### config.mk
export PLATFORM = sky130hd
export DESIGN_NAME = fifo_wptr_full_ctrl
export DESIGN_NICKNAME = d
export VERILOG_FILES = /design/src/rtl/fifo_wptr_full_ctrl.sv
export SDC_FILE = /design/constraint.sdc
export NUM_CORES = 1
export LEC_CHECK = 0
export BUFFER_PORTS_ARGS = -buffer_cell sky130_fd_sc_hd__buf_4
export CORE_MARGIN = 1.5
export CORE_UTILIZATION = 40
export DETAILED_ROUTE_END_ITERATION = 8
export SLEW_MARGIN = 30
export SYNTH_ARGS = -nofsm -noshare
export SYNTH_HDL_FRONTEND = slang
export SYNTH_SLANG_ARGS = --single-unit
### constraint.sdc
create_clock -name clk -period 3.5 [get_ports clk]
set_clock_uncertainty 0.1 [all_clocks]
set_input_delay 0.525 -clock clk [delete_from_list [all_inputs] [get_ports clk]]
set_output_delay 0.525 -clock clk [all_outputs]
set_load 0.01 [all_outputs]
### src/rtl/fifo_wptr_full_ctrl.sv
// Write-side pointer and flag controller of an async FIFO (write clock domain).
// Optional sticky overflow flag is built when the FIFO_WOVF_EN macro is defined.
module fifo_wptr_full_ctrl #(
  parameter int ADDR_WIDTH = 9,
  parameter int AF_MARGIN  = 4
) (
  input  logic                  clk,
  input  logic                  rst_n,
  input  logic                  wr_en,
  input  logic [ADDR_WIDTH:0]   rptr_sync,
  output logic                  wr_accept,
  output logic [ADDR_WIDTH-1:0] waddr,
  output logic [ADDR_WIDTH:0]   wptr,
  output logic                  full,
  output logic                  almost_full,
  output logic                  ovf
);

  localparam int PW = ADDR_WIDTH + 1;
  localparam int DEPTH = 2 ** ADDR_WIDTH;
  localparam logic [PW-1:0] AF_THRESH = PW'(DEPTH - AF_MARGIN);
  // XOR mask that inverts the two MSBs of a gray pointer: the "one lap ahead" image.
  localparam logic [PW-1:0] LAP_MASK = {2'b11, {(PW-2){1'b0}}};

  logic [PW-1:0] wbin;
  logic [PW-1:0] wbin_next;
  logic [PW-1:0] wgray_next;
  logic [PW-1:0] rbin;
  logic [PW-1:0] level;
  logic          full_next;
  logic          almost_full_next;

  function automatic logic [PW-1:0] gray2bin(input logic [PW-1:0] g);
    logic [PW-1:0] b;
    for (int i = 0; i < PW; i++) begin
      b[i] = ^(g >> i);
    end
    return b;
  endfunction

  assign wr_accept = wr_en & ~full;
  assign waddr     = wbin[ADDR_WIDTH-1:0];

  always_comb begin
    // NOTE: every combinational output gets a default first so no latch is inferred.
    wbin_next        = wbin + {{(PW-1){1'b0}}, wr_accept};
    wgray_next       = wbin_next ^ (wbin_next >> 1);
    rbin             = gray2bin(rptr_sync);
    level            = wbin_next - rbin;
    full_next        = (wgray_next == (rptr_sync ^ LAP_MASK));
    almost_full_next = (level >= AF_THRESH);
  end

  // NOTE: sequential state uses non-blocking assignments so all flops update together.
  always_ff @(posedge clk or negedge rst_n) begin
    if (!rst_n) begin
      wbin        <= '0;
      wptr        <= '0;
      full        <= 1'b0;
      almost_full <= 1'b0;
    end else begin
      wbin        <= wbin_next;
      wptr        <= wgray_next;
      full        <= full_next;
      almost_full <= almost_full_next;
    end
  end

`ifdef FIFO_WOVF_EN
  always_ff @(posedge clk or negedge rst_n) begin
    if (!rst_n) begin
      ovf <= 1'b0;
    end else if (wr_en && full) begin
      ovf <= 1'b1;
    end
  end
`else
  assign ovf = 1'b0;
`endif

endmodule
-- Word level (Yosys, flattened, before mapping)
Cells that the tools add are included.
- logic and storage cells: 22
- flip-flop bits (word level): 22
- input bits: 13
- output and inout port bits: 23
- $add $sub $neg: 2
- equal/unequal tests: 1
- magnitude comparators: 1
- bitwise operators: 4
- reductions and logical operators: 10
- operators with widths (operator ; count):
    10-bit XOR reduction ; 10
    10-bit by 1-bit adder with 10-bit output ; 1
    10-bit == test ; 1
    10-bit by 9-bit >= comparator with 1-bit output (second input constant) ; 1
    10-bit subtractor ; 1
    10-bit by 9-bit XOR with 10-bit output ; 1
    2-bit NOT ; 1
    1-bit AND ; 1
    1-bit NOT ; 1

-- Logic depth before layout (Yosys ltp)
Gate-level depths: netlist of run 1.
- word-level depth: 5
- mapped depth: 16
- mapped depth without buffers: 16

-- Least setup slack after synthesis of run 1
Ideal clock, no wire load.
- kind: input to register
- start: in rptr_sync[8]
- end: reg almost_full
- path buffers: 0
- required time: 3.299 ns
- stages: 16
- setup time: 0.101 ns
- arrival: 4.027 ns
- setup slack: -0.728 ns
- cell sequence: xnor2_4 > xnor3_2 > xnor2_2 > xor2_1 > xnor2_1 > xor2_1 > ha_1 > fa_1 > inv_1 > a21oi_1 > nor2_1 > o21a_1 > a21oi_1 > mux2i_1 > or4_1 > o311ai_2
- cells in the longest elaborated chain, start to end: 3
- elaborated cells between the ends (all ways): 11
- classes of those cells: add/sub: 1; order compare: 1; reduce/logical: 9
- RTL lines (what ; line ; text):
    start: declaration ; 10 ; input logic [ADDR_WIDTH:0] rptr_sync,
    10-bit XOR reduction ; 36 ; b[i] = ^(g >> i);
    10-bit subtractor (*) ; 49 ; level = wbin_next - rbin;
    10-bit by 9-bit >= comparator with 1-bit output (*) ; 51 ; almost_full_next = (level >= AF_THRESH);
    named net almost_full_next ; 31 ; logic almost_full_next;
    end signal: assignment ; 65 ; almost_full <= almost_full_next;
    end: declaration ; 15 ; output logic almost_full,
Mark *: on every way through the listed nets, which the timed path passes. The rest lies on a longest branch.

-- Final worst setup path of run 1
- start: in rptr_sync[6]
- end: reg almost_full
Same word-level chain as after synthesis.

==> results of run 1 <==
critical path: cells and delay by family:
family                     cells  cell delay (ps)
and+or+nand+nor                2              540
adders and majority gates      2              460
buffers and inverters          2              150
muxes                          1               80
xor gates and xnor gates       6             1400
AOI/OAI and AO/OA              4              690
stage by stage:
step	hold WS, ps	area [µm²]	total power [mW]
final	37.5	2320	2.00
after detailed placement	318	2210	1.78
after global routing	55.7	2320	2.17
after global placement	317	2210	1.73
after CTS	44.4	2270	1.97
after floorplan	129	1680	1.27
repair_timing:
action | in CTS | in global routing
buffers inserted | 1 | 1
endpoints found under the hold margin | 0 | 0
endpoints found under the setup margin | 1 | 1
pin swaps | 5 | 7
resized for setup | 3 | 8
state kept, by name, summed over array words and instances (netlist names):
| signal | count |
|---|---|
| wptr | 9 |
| wbin | 10 |
| almost_full | 1 |
| full | 1 |
report_power, final:
part	internal (mW)	switching [mW]	leakage (nW)
Clock	0.0808	0.0703	0.0228
Sequential	0.327	0.0578	0.267
Combinational	0.728	0.735	0.808
layout make-up:
cell class                 count  share of cell area
multi-input combinational    134               0.489
sequential                    21               0.227
timing repair buffer          66               0.219
tap                           50              0.0270
clock buffer                   4              0.0194
inverter                      12              0.0194
cells by family (layout without fill, tap and decap cells):
family / after synthesis / after routing / synth area share
buffers and inverters: 15 / 82 / 0.0367
AO/OA/AOI/OAI: 29 / 29 / 0.133
flip-flops: 21 / 21 / 0.321
other: 1 / 1 / 0.00229
XOR/XNOR: 44 / 44 / 0.270
adder cells (fa/ha/maj): 10 / 10 / 0.0803
multiplexers: 1 / 1 / 0.00612
AND/OR/NAND/NOR: 49 / 49 / 0.150
synthesized netlist by cell type, types with 2 or more instances:
library cell	instances
sky130_fd_sc_hd__or4_1	3
sky130_fd_sc_hd__nand2b_1	2
sky130_fd_sc_hd__ha_1	8
sky130_fd_sc_hd__nor2_1	14
sky130_fd_sc_hd__inv_2	2
sky130_fd_sc_hd__nand3_1	11
sky130_fd_sc_hd__xnor2_1	27
sky130_fd_sc_hd__dfrtp_1	21
sky130_fd_sc_hd__a22oi_1	2
sky130_fd_sc_hd__a2111oi_0	2
sky130_fd_sc_hd__nand2_1	8
sky130_fd_sc_hd__or3_1	4
sky130_fd_sc_hd__xor2_1	13
sky130_fd_sc_hd__inv_1	10
sky130_fd_sc_hd__o21ai_0	4
sky130_fd_sc_hd__a21oi_1	6
sky130_fd_sc_hd__o31ai_1	3
path summary, 6_finish.rpt:
check / startpoint / to / slack, ps / cells past startpoint
setup reg to reg: full / almost_full / 80 / 15
hold reg to reg: wbin[9] / wbin[9] / 500 / 2
max in group asynchronous: rst_n / wptr[4] / 3060 / 1
min in group clk: wbin[9] / wbin[9] / 500 / 2
setup / recovery: rptr_sync[6] / almost_full / -300 / 17
hold / removal: rst_n / wbin[0] / 40 / 1
per-layer routing:
metal  track usage  wire (µm)  share of wire  vias up
met5             0          0              0        -
met4        0.0893         89          0.022        0
met3        0.0118        140          0.035        6
met2         0.334       2000           0.50       29
met1         0.254       1740           0.44      689
li1              -          -              -      727
==> results.sh, run 1 <==
export IMPL_gp_congestion=0.907
export IMPL_num_io_pins=36
export IMPL_first_global_vias=1457
export IMPL_setup_violations=1
export IMPL_yosys_cell_types_count=47
export IMPL_critPathRequiredTime_ps=3560
export IMPL_post_drt_via_cell_ratio=5.06
export IMPL_drt_antenna_violating_nets=0
export IMPL_timing_critical_path_from_type="input pin"
export IMPL_fillers=373
export IMPL_grt_pass1_wl_mm=6.58
export IMPL_area_growth_pct=41.7
export IMPL_finalHoldViolations=0
export IMPL_ys_seq_elements=21
export IMPL_slew_viol_final=0
export IMPL_synth_edf_count=0
export IMPL_dieWidth_um=66.9
export IMPL_largest_net_degree_at_the_start_of_global_routing=22
export IMPL_worst_slew_margin_rel=0.627
export IMPL_drcViolationCount=0
export IMPL_tritoncts="done"
export IMPL_initial_core_util=0.412
export IMPL_synth_seq_area_share=0.321
export IMPL_grt_setup_unrepaired="yes"
export IMPL_finalCritPeriodShare=1.09
export IMPL_finalNetCount=260
export IMPL_mostFrequentLayoutCells="sky130_fd_sc_hd__buf_4, sky130_fd_sc_hd__xnor2_1, sky130_fd_sc_hd__dfrtp_1"
export IMPL_static_leakage_power_nw=1.10
export IMPL_cpPeakStageDelay_ps=480
export IMPL_post_cts_hold_buffer_count=0
export IMPL_worst_slack_ps=-304
export IMPL_max_slew_worst_pin_slew_ps=556
export IMPL_path_cells="buf_8, xnor2_4, xnor3_2, xnor2_4, xor2_2, xnor2_2, xor2_1, ha_2, fa_2, inv_2, a21oi_4, nor2_2, o21a_1, a21oi_1, mux2i_1, or4_1, o311ai_2"
export IMPL_cts_root_buffer="sky130_fd_sc_hd__clkbuf_8"
export IMPL_post_route_cells_drive_above_1_share=0.367
export IMPL_syn_nets=192
export IMPL_power_density_cell_area_nw_per_um2=862
export IMPL_violations_in_the_final_reports="negative setup slack"
export IMPL_grt_use_total=0.196
export IMPL_cp_slowest_cell="sky130_fd_sc_hd__or4_1"
export IMPL_ys_top_cells_by_area="sky130_fd_sc_hd__dfrtp_1, sky130_fd_sc_hd__xnor2_1, sky130_fd_sc_hd__xor2_1, sky130_fd_sc_hd__ha_1, sky130_fd_sc_hd__nand3_1"
export IMPL_synthDominantAreaCellType="sky130_fd_sc_hd__dfrtp_1"
export IMPL_cts_made_buffers=3
export IMPL_postSynth_asyncResetShare=1.00
export IMPL_max_cap_violations=0
export IMPL_avg_inst_size_synth_um2=9.62
export IMPL_critical_path_most_common_cell="sky130_fd_sc_hd__xnor2_4"
export IMPL_cts_sink_count=21
export IMPL_clockBufferDepth=2
export IMPL_arrival_ps=3860
export IMPL_num_rows=23
export IMPL_leading_cell_type_in_the_layout_fill_and_taps_excluded="sky130_fd_sc_hd__buf_4"
export IMPL_area_occupied_by_multi_input_gates_um2=1130
export IMPL_place_detailed_instances=281
export IMPL_dp_final_hpwl_mm=3.17
export IMPL_core_area_um2=3970
export IMPL_result_of_the_run="finished with violations"
export IMPL_ys_dominant_reg_cell="sky130_fd_sc_hd__dfrtp_1"
export IMPL_insertion_delay_ps=250
export IMPL_timing_critical_path_to_type="register"
export IMPL_numPortBuffers=34
export IMPL_floorplan_die_area_um2=4480
export IMPL_vias=1451
export IMPL_htree_levels=1
export IMPL_pre_cts_ws_ps=-652
export IMPL_dr_first_iter_drc_count=48
export IMPL_drt_total_wl_mm=3.97
export IMPL_setup_tns_final_ps=-304
export IMPL_timing_critical_path_fanout_max=4
export IMPL_die_height_um=66.9
export IMPL_initial_antenna_violation_count=0
export IMPL_finish_utilization=0.583
export IMPL_overflow=0
export IMPL_fmax_mhz=263
export IMPL_holdCritPathClass="input pin to asynchronous set/reset pin"
export IMPL_clock_transition_at_the_registers_of_the_reported_paths_ps=70
export IMPL_synth_top_area_share=0.321
export IMPL_drt_wirelength_per_cell_um=13.8
export IMPL_sequential_cell_area_um2=526
export IMPL_finalCriticalPeriod_ps=3800
export IMPL_final_cell_count_no_fill=287
export IMPL_netlist_instances=170
export IMPL_critical_path_class="input pin to register"
export IMPL_synth_warning_count=0
export IMPL_antenna_cells=0
export IMPL_irDropWorstVdd_v=0.000613
export IMPL_synth_area_um2=1640
export IMPL_drtPass1Iterations=4
Power figures use the tool's default switching activity.
==> run 2, diff against run 1 <==
- PLACE_DENSITY: unset -> 0.67
==> results.sh, run 2 (same netlist as run 1, synthesis figures left out) <==
export IMPL_num_rows=23
export IMPL_reg_top3="wbin (10), wptr (9)"
export IMPL_drt_antenna_violating_nets=0
export IMPL_worstRegToRegCells=15
export IMPL_grt_use_total=0.187
export IMPL_setup_violations=1
export IMPL_tot_pwr_mw=1.97
export IMPL_pre_cts_ws_ps=-607
export IMPL_area_growth_pct=39.8
export IMPL_num_io_pins=36
export IMPL_post_drt_via_cell_ratio=5.06
export IMPL_wl_met1_mm=1.81
export IMPL_finalHoldViolations=0
export IMPL_insertion_delay_ps=250
export IMPL_first_global_vias=1415
export IMPL_drt_total_wl_mm=3.83
export IMPL_dp_final_hpwl_mm=3.14
export IMPL_power_density_cell_area_nw_per_um2=862
export IMPL_vias=1453
export IMPL_finish_utilization=0.576
export IMPL_htree_levels=1
export IMPL_initial_core_util=0.412
export IMPL_power_switching_mw=0.842
export IMPL_power_internal_mw=1.13
export IMPL_max_cap_violations=0
export IMPL_irDropWorstVdd_v=0.000429
export IMPL_ff2ff_setup_slack_ps=160
export IMPL_gp_congestion=0.848
export IMPL_overflow=0
export IMPL_static_leakage_power_nw=1.09
export IMPL_critical_path_class="input pin to register"
export IMPL_worst_slack_ps=-286
export IMPL_critical_path_reg2reg_endpoint="almost_full"
export IMPL_antenna_cells=0
export IMPL_numPortBuffers=34
export IMPL_arrival_ps=3800
export IMPL_cts_sink_count=21
export IMPL_grt_setup_unrepaired="yes"
export IMPL_max_ffs_per_register=10
export IMPL_post_route_cells_drive_above_1_share=0.359
export IMPL_drt_wirelength_per_cell_um=13.3
export IMPL_clock_transition_at_the_registers_of_the_reported_paths_ps=70
export IMPL_dr_first_iter_drc_count=83
export IMPL_drtPass1Iterations=4
export IMPL_cts_made_buffers=3
export IMPL_max_slew_worst_pin_slew_ps=519
export IMPL_met2_wirelength_mm=1.90
export IMPL_power_share_switching=0.427
export IMPL_mostFrequentLayoutCells="sky130_fd_sc_hd__buf_4, sky130_fd_sc_hd__xnor2_1, sky130_fd_sc_hd__dfrtp_1"
export IMPL_timing_critical_path_fanout_max=4
export IMPL_detailed_place_area_um2=2210
export IMPL_floorplan_die_area_um2=4480
export IMPL_initial_antenna_violation_count=0
export IMPL_grt_pass1_wl_mm=6.30
export IMPL_wl_met3_um=86
export IMPL_stdcell_area_um2=2290
export IMPL_registers_top_by_ff_count="wbin"
export IMPL_largest_net_degree_at_the_start_of_global_routing=22
export IMPL_die_height_um=66.9
export IMPL_slew_viol_final=0
export IMPL_drcViolationCount=0
export IMPL_tritoncts="done"
export IMPL_top_layer="met4"
export IMPL_timing_critical_path_to_type="register"
export IMPL_fillers=368
export IMPL_cts_root_buffer="sky130_fd_sc_hd__clkbuf_8"
export IMPL_result_of_the_run="finished with violations"
export IMPL_dieWidth_um=66.9
export IMPL_finalCriticalPeriod_ps=3790
export IMPL_critPathRequiredTime_ps=3510
export IMPL_timing_critical_path_from_type="input pin"
export IMPL_holdCritPathClass="input pin to asynchronous set/reset pin"
export IMPL_post_cts_hold_buffer_count=0
export IMPL_violations_in_the_final_reports="negative setup slack"
export IMPL_crit_reg2reg_launch="full"
export IMPL_power_frac_comb=0.726
export IMPL_power_frac_clock=0.078
export IMPL_clockBufferDepth=2
export IMPL_worst_slew_margin_rel=0.651
export IMPL_core_area_um2=3970
export IMPL_leading_cell_type_in_the_layout_fill_and_taps_excluded="sky130_fd_sc_hd__buf_4"
export IMPL_finalCritPeriodShare=1.08
export IMPL_seq_power_share=0.195
export IMPL_fmax_mhz=264
export IMPL_finalNetCount=260
-- run 2: layer usage --
layer  track usage  up-vias
li1              -      724
met1         0.256      700
met2         0.314       27
met3        0.0169        2
met4        0.0510        0
met5             0        -
-- run 2: cell type report --
class	instances	area, µm²	area share
clock buffer	4	45.0	0.0197
inverter	12	45.0	0.0197
multi-input combinational	134	1110	0.487
sequential	21	526	0.230
tap	50	62.6	0.0274
timing repair buffer	66	495	0.217
-- run 2: critical path: stages --
cell and delay [ps]:
sky130_fd_sc_hd__buf_4 130, sky130_fd_sc_hd__xnor2_4 180, sky130_fd_sc_hd__xnor3_2 410, sky130_fd_sc_hd__xnor2_4 160, sky130_fd_sc_hd__xor2_2 210, sky130_fd_sc_hd__xnor2_2 160, sky130_fd_sc_hd__xor2_1 170, sky130_fd_sc_hd__ha_2 210
sky130_fd_sc_hd__fa_2 400, sky130_fd_sc_hd__inv_2 80, sky130_fd_sc_hd__a21oi_4 60, sky130_fd_sc_hd__nor2_1 140, sky130_fd_sc_hd__o2111a_1 240, sky130_fd_sc_hd__nor3_1 60, sky130_fd_sc_hd__o311a_1 340, sky130_fd_sc_hd__a22oi_1 200
sky130_fd_sc_hd__o311ai_2 120
-- run 2: through the flow --
stage | hold slack [ps] | std cells | TNS (ps)
final | 41.1 | 287 | -286
after global routing | 59.0 | 287 | -449
after CTS | 47.4 | 286 | -255
after detailed placement | 322 | 281 | -607
after global placement | 319 | 281 | -541
after floorplan | 129 | 170 | -418
-- run 2: what timing repair did --
action / CTS / global route
pin swaps: 4 / 1
cloned: 0 / 0
resized for setup: 3 / 2
setup buffers: 1 / 1
setup endpoints to repair: 1 / 1
-- run 2: how the worst max path moves through the flow --
stage	cells past startpoint	from	slack [ps]	to
floorplan	16	rptr_sync[9]	-420	almost_full
global placement	17	rptr_sync[6]	-540	almost_full
detailed placement	17	rptr_sync[6]	-610	almost_full
CTS	17	rptr_sync[9]	-250	almost_full
global route	17	rptr_sync[9]	-450	almost_full
finish	17	rptr_sync[9]	-290	almost_full
-- run 2: power groups by stage --
stage | combinational (mW) | sequential (mW) | clock, mW
finish | 1.43 | 0.385 | 0.154
global route | 1.57 | 0.398 | 0.166
CTS | 1.42 | 0.386 | 0.157
detailed placement | 1.38 | 0.390 | 0
global placement | 1.35 | 0.389 | 0
floorplan | 0.845 | 0.422 | 0
==> run 3, diff against run 2 <==
- CTS_BUF_LIST: unset -> sky130_fd_sc_hd__clkbuf_2 sky130_fd_sc_hd__clkbuf_4 sky130_fd_sc_hd__clkbuf_8
- MAX_ROUTING_LAYER: unset -> met4
- PLACE_DENSITY: 0.67 -> unset
==> results.sh, run 3 (same netlist as run 1, synthesis figures left out) <==
export IMPL_worst_slack_ps=-296
export IMPL_clock_transition_at_the_registers_of_the_reported_paths_ps=70
export IMPL_power_frac_comb=0.728
export IMPL_grt_use_total=0.202
export IMPL_grt_pass1_wl_mm=6.61
export IMPL_die_height_um=66.9
export IMPL_ff2ff_setup_slack_ps=80
export IMPL_result_of_the_run="finished with violations"
export IMPL_mostFrequentLayoutCells="sky130_fd_sc_hd__buf_4, sky130_fd_sc_hd__xnor2_1, sky130_fd_sc_hd__dfrtp_1"
export IMPL_registers_top_by_ff_count="wbin"
export IMPL_timing_critical_path_fanout_max=4
export IMPL_num_io_pins=36
export IMPL_reg_top3="wbin (10), wptr (9)"
export IMPL_grt_setup_unrepaired="yes"
export IMPL_numPortBuffers=34
export IMPL_drt_antenna_violating_nets=0
export IMPL_slew_viol_final=0
export IMPL_dieWidth_um=66.9
export IMPL_largest_net_degree_at_the_start_of_global_routing=22
export IMPL_gp_congestion=0.922
export IMPL_num_rows=23
export IMPL_drt_wirelength_per_cell_um=14.0
export IMPL_post_drt_via_cell_ratio=5.09
export IMPL_finalCriticalPeriod_ps=3800
export IMPL_tritoncts="done"
export IMPL_post_cts_hold_buffer_count=0
export IMPL_initial_core_util=0.412
export IMPL_irDropWorstVdd_v=0.000614
export IMPL_setup_violations=1
export IMPL_seq_power_share=0.191
export IMPL_timing_critical_path_to_type="register"
export IMPL_pre_cts_ws_ps=-652
export IMPL_worst_slew_margin_rel=0.641
export IMPL_clockBufferDepth=2
export IMPL_violations_in_the_final_reports="negative setup slack"
export IMPL_dp_final_hpwl_mm=3.17
export IMPL_power_frac_clock=0.080
export IMPL_antenna_cells=0
export IMPL_max_ffs_per_register=10
export IMPL_dr_first_iter_drc_count=44
export IMPL_finish_utilization=0.584
export IMPL_power_density_cell_area_nw_per_um2=866
export IMPL_area_growth_pct=41.9
export IMPL_power_internal_mw=1.14
export IMPL_cts_root_buffer="sky130_fd_sc_hd__clkbuf_8"
export IMPL_final_cell_count_no_fill=287
export IMPL_core_area_um2=3970
export IMPL_critPathRequiredTime_ps=3560
export IMPL_static_leakage_power_nw=1.10
export IMPL_power_switching_mw=0.867
export IMPL_holdCritPathClass="input pin to asynchronous set/reset pin"
export IMPL_htree_levels=1
export IMPL_drtPass1Iterations=4
export IMPL_finalCritPeriodShare=1.08
export IMPL_cts_sink_count=21
export IMPL_drt_total_wl_mm=4.01
export IMPL_finalHoldViolations=0
export IMPL_drcViolationCount=0
export IMPL_post_route_cells_drive_above_1_share=0.371
export IMPL_fillers=373
export IMPL_arrival_ps=3860
export IMPL_initial_antenna_violation_count=0
export IMPL_max_cap_violations=0
export IMPL_finalNetCount=260
export IMPL_critical_path_class="input pin to register"
export IMPL_insertion_delay_ps=260
export IMPL_floorplan_die_area_um2=4480
export IMPL_place_detailed_instances=281
export IMPL_timing_critical_path_from_type="input pin"
export IMPL_power_share_switching=0.431
export IMPL_first_global_vias=1465
export IMPL_cts_made_buffers=3
export IMPL_vias=1460
export IMPL_max_slew_worst_pin_slew_ps=535
export IMPL_fmax_mhz=263
export IMPL_leading_cell_type_in_the_layout_fill_and_taps_excluded="sky130_fd_sc_hd__buf_4"
export IMPL_overflow=0
-- run 3: cell type report --
class	instances	area, µm²	area share
repair buffers	66	507	0.218
flip-flops and latches	21	526	0.226
inverters	12	45.0	0.0194
clock buffers	4	48.8	0.0210
well taps	50	62.6	0.0270
multi-input cells	134	1130	0.488
-- run 3: power groups by stage --
stage	combinational [mW]	sequential, mW	clock, mW
floorplan	0.845	0.422	0
global placement	1.35	0.385	0
detailed placement	1.39	0.390	0
CTS	1.43	0.386	0.165
global route	1.61	0.396	0.177
finish	1.46	0.385	0.162
-- run 3: critical path, cell delays in order --
cell and delay [ps]:
sky130_fd_sc_hd__buf_8 100, sky130_fd_sc_hd__xnor2_4 170, sky130_fd_sc_hd__xnor3_2 420, sky130_fd_sc_hd__xnor2_4 170
sky130_fd_sc_hd__xor2_2 210, sky130_fd_sc_hd__xnor2_2 170, sky130_fd_sc_hd__xor2_1 180, sky130_fd_sc_hd__ha_2 200
sky130_fd_sc_hd__fa_2 400, sky130_fd_sc_hd__inv_2 80, sky130_fd_sc_hd__a21oi_4 60, sky130_fd_sc_hd__o31ai_1 210
sky130_fd_sc_hd__a21o_1 210, sky130_fd_sc_hd__nor4b_2 80, sky130_fd_sc_hd__a311oi_2 260, sky130_fd_sc_hd__a22oi_1 140
sky130_fd_sc_hd__o311ai_2 260
-- run 3: path summary, 6_finish.rpt --
kind,startpoint,cells after the start,end
max,rptr_sync[6],17,almost_full
min,rst_n,1,wbin[0]
max reg2reg,full,15,almost_full
min reg2reg,wbin[9],2,wbin[9]
max in group asynchronous,rst_n,1,wptr[4]
min in group clk,wbin[9],2,wbin[9]
-- run 3: metal layers --
metal | part of all wire | up-vias | GRT usage
met4 | 0.011 | 0 | 0.0893
met1 | 0.45 | 698 | 0.255
li1 | - | 728 | -
met5 | 0 | - | -
met3 | 0.029 | 4 | 0.0118
met2 | 0.51 | 30 | 0.334
-- run 3: repair_timing --
| item | in CTS | in global routing |
|---|---|---|
| cloned | 0 | 0 |
| gates resized for setup | 3 | 8 |
| hold endpoints to repair | 0 | 0 |
| endpoints found under the setup margin | 1 | 1 |
| pin swaps | 5 | 7 |
| setup buffers | 1 | 1 |
-- run 3: stage by stage --
step | hold slack (ps) | area [µm²] | TNS [ps] | total power [mW]
2_1_floorplan | 129 | 1680 | -418 | 1.27
3_3_place_gp | 317 | 2210 | -535 | 1.73
3_5_place_dp | 318 | 2210 | -652 | 1.78
4_1_cts | 41.7 | 2270 | -278 | 1.98
5_1_grt | 50.8 | 2320 | -487 | 2.18
6_report | 34.6 | 2320 | -296 | 2.01
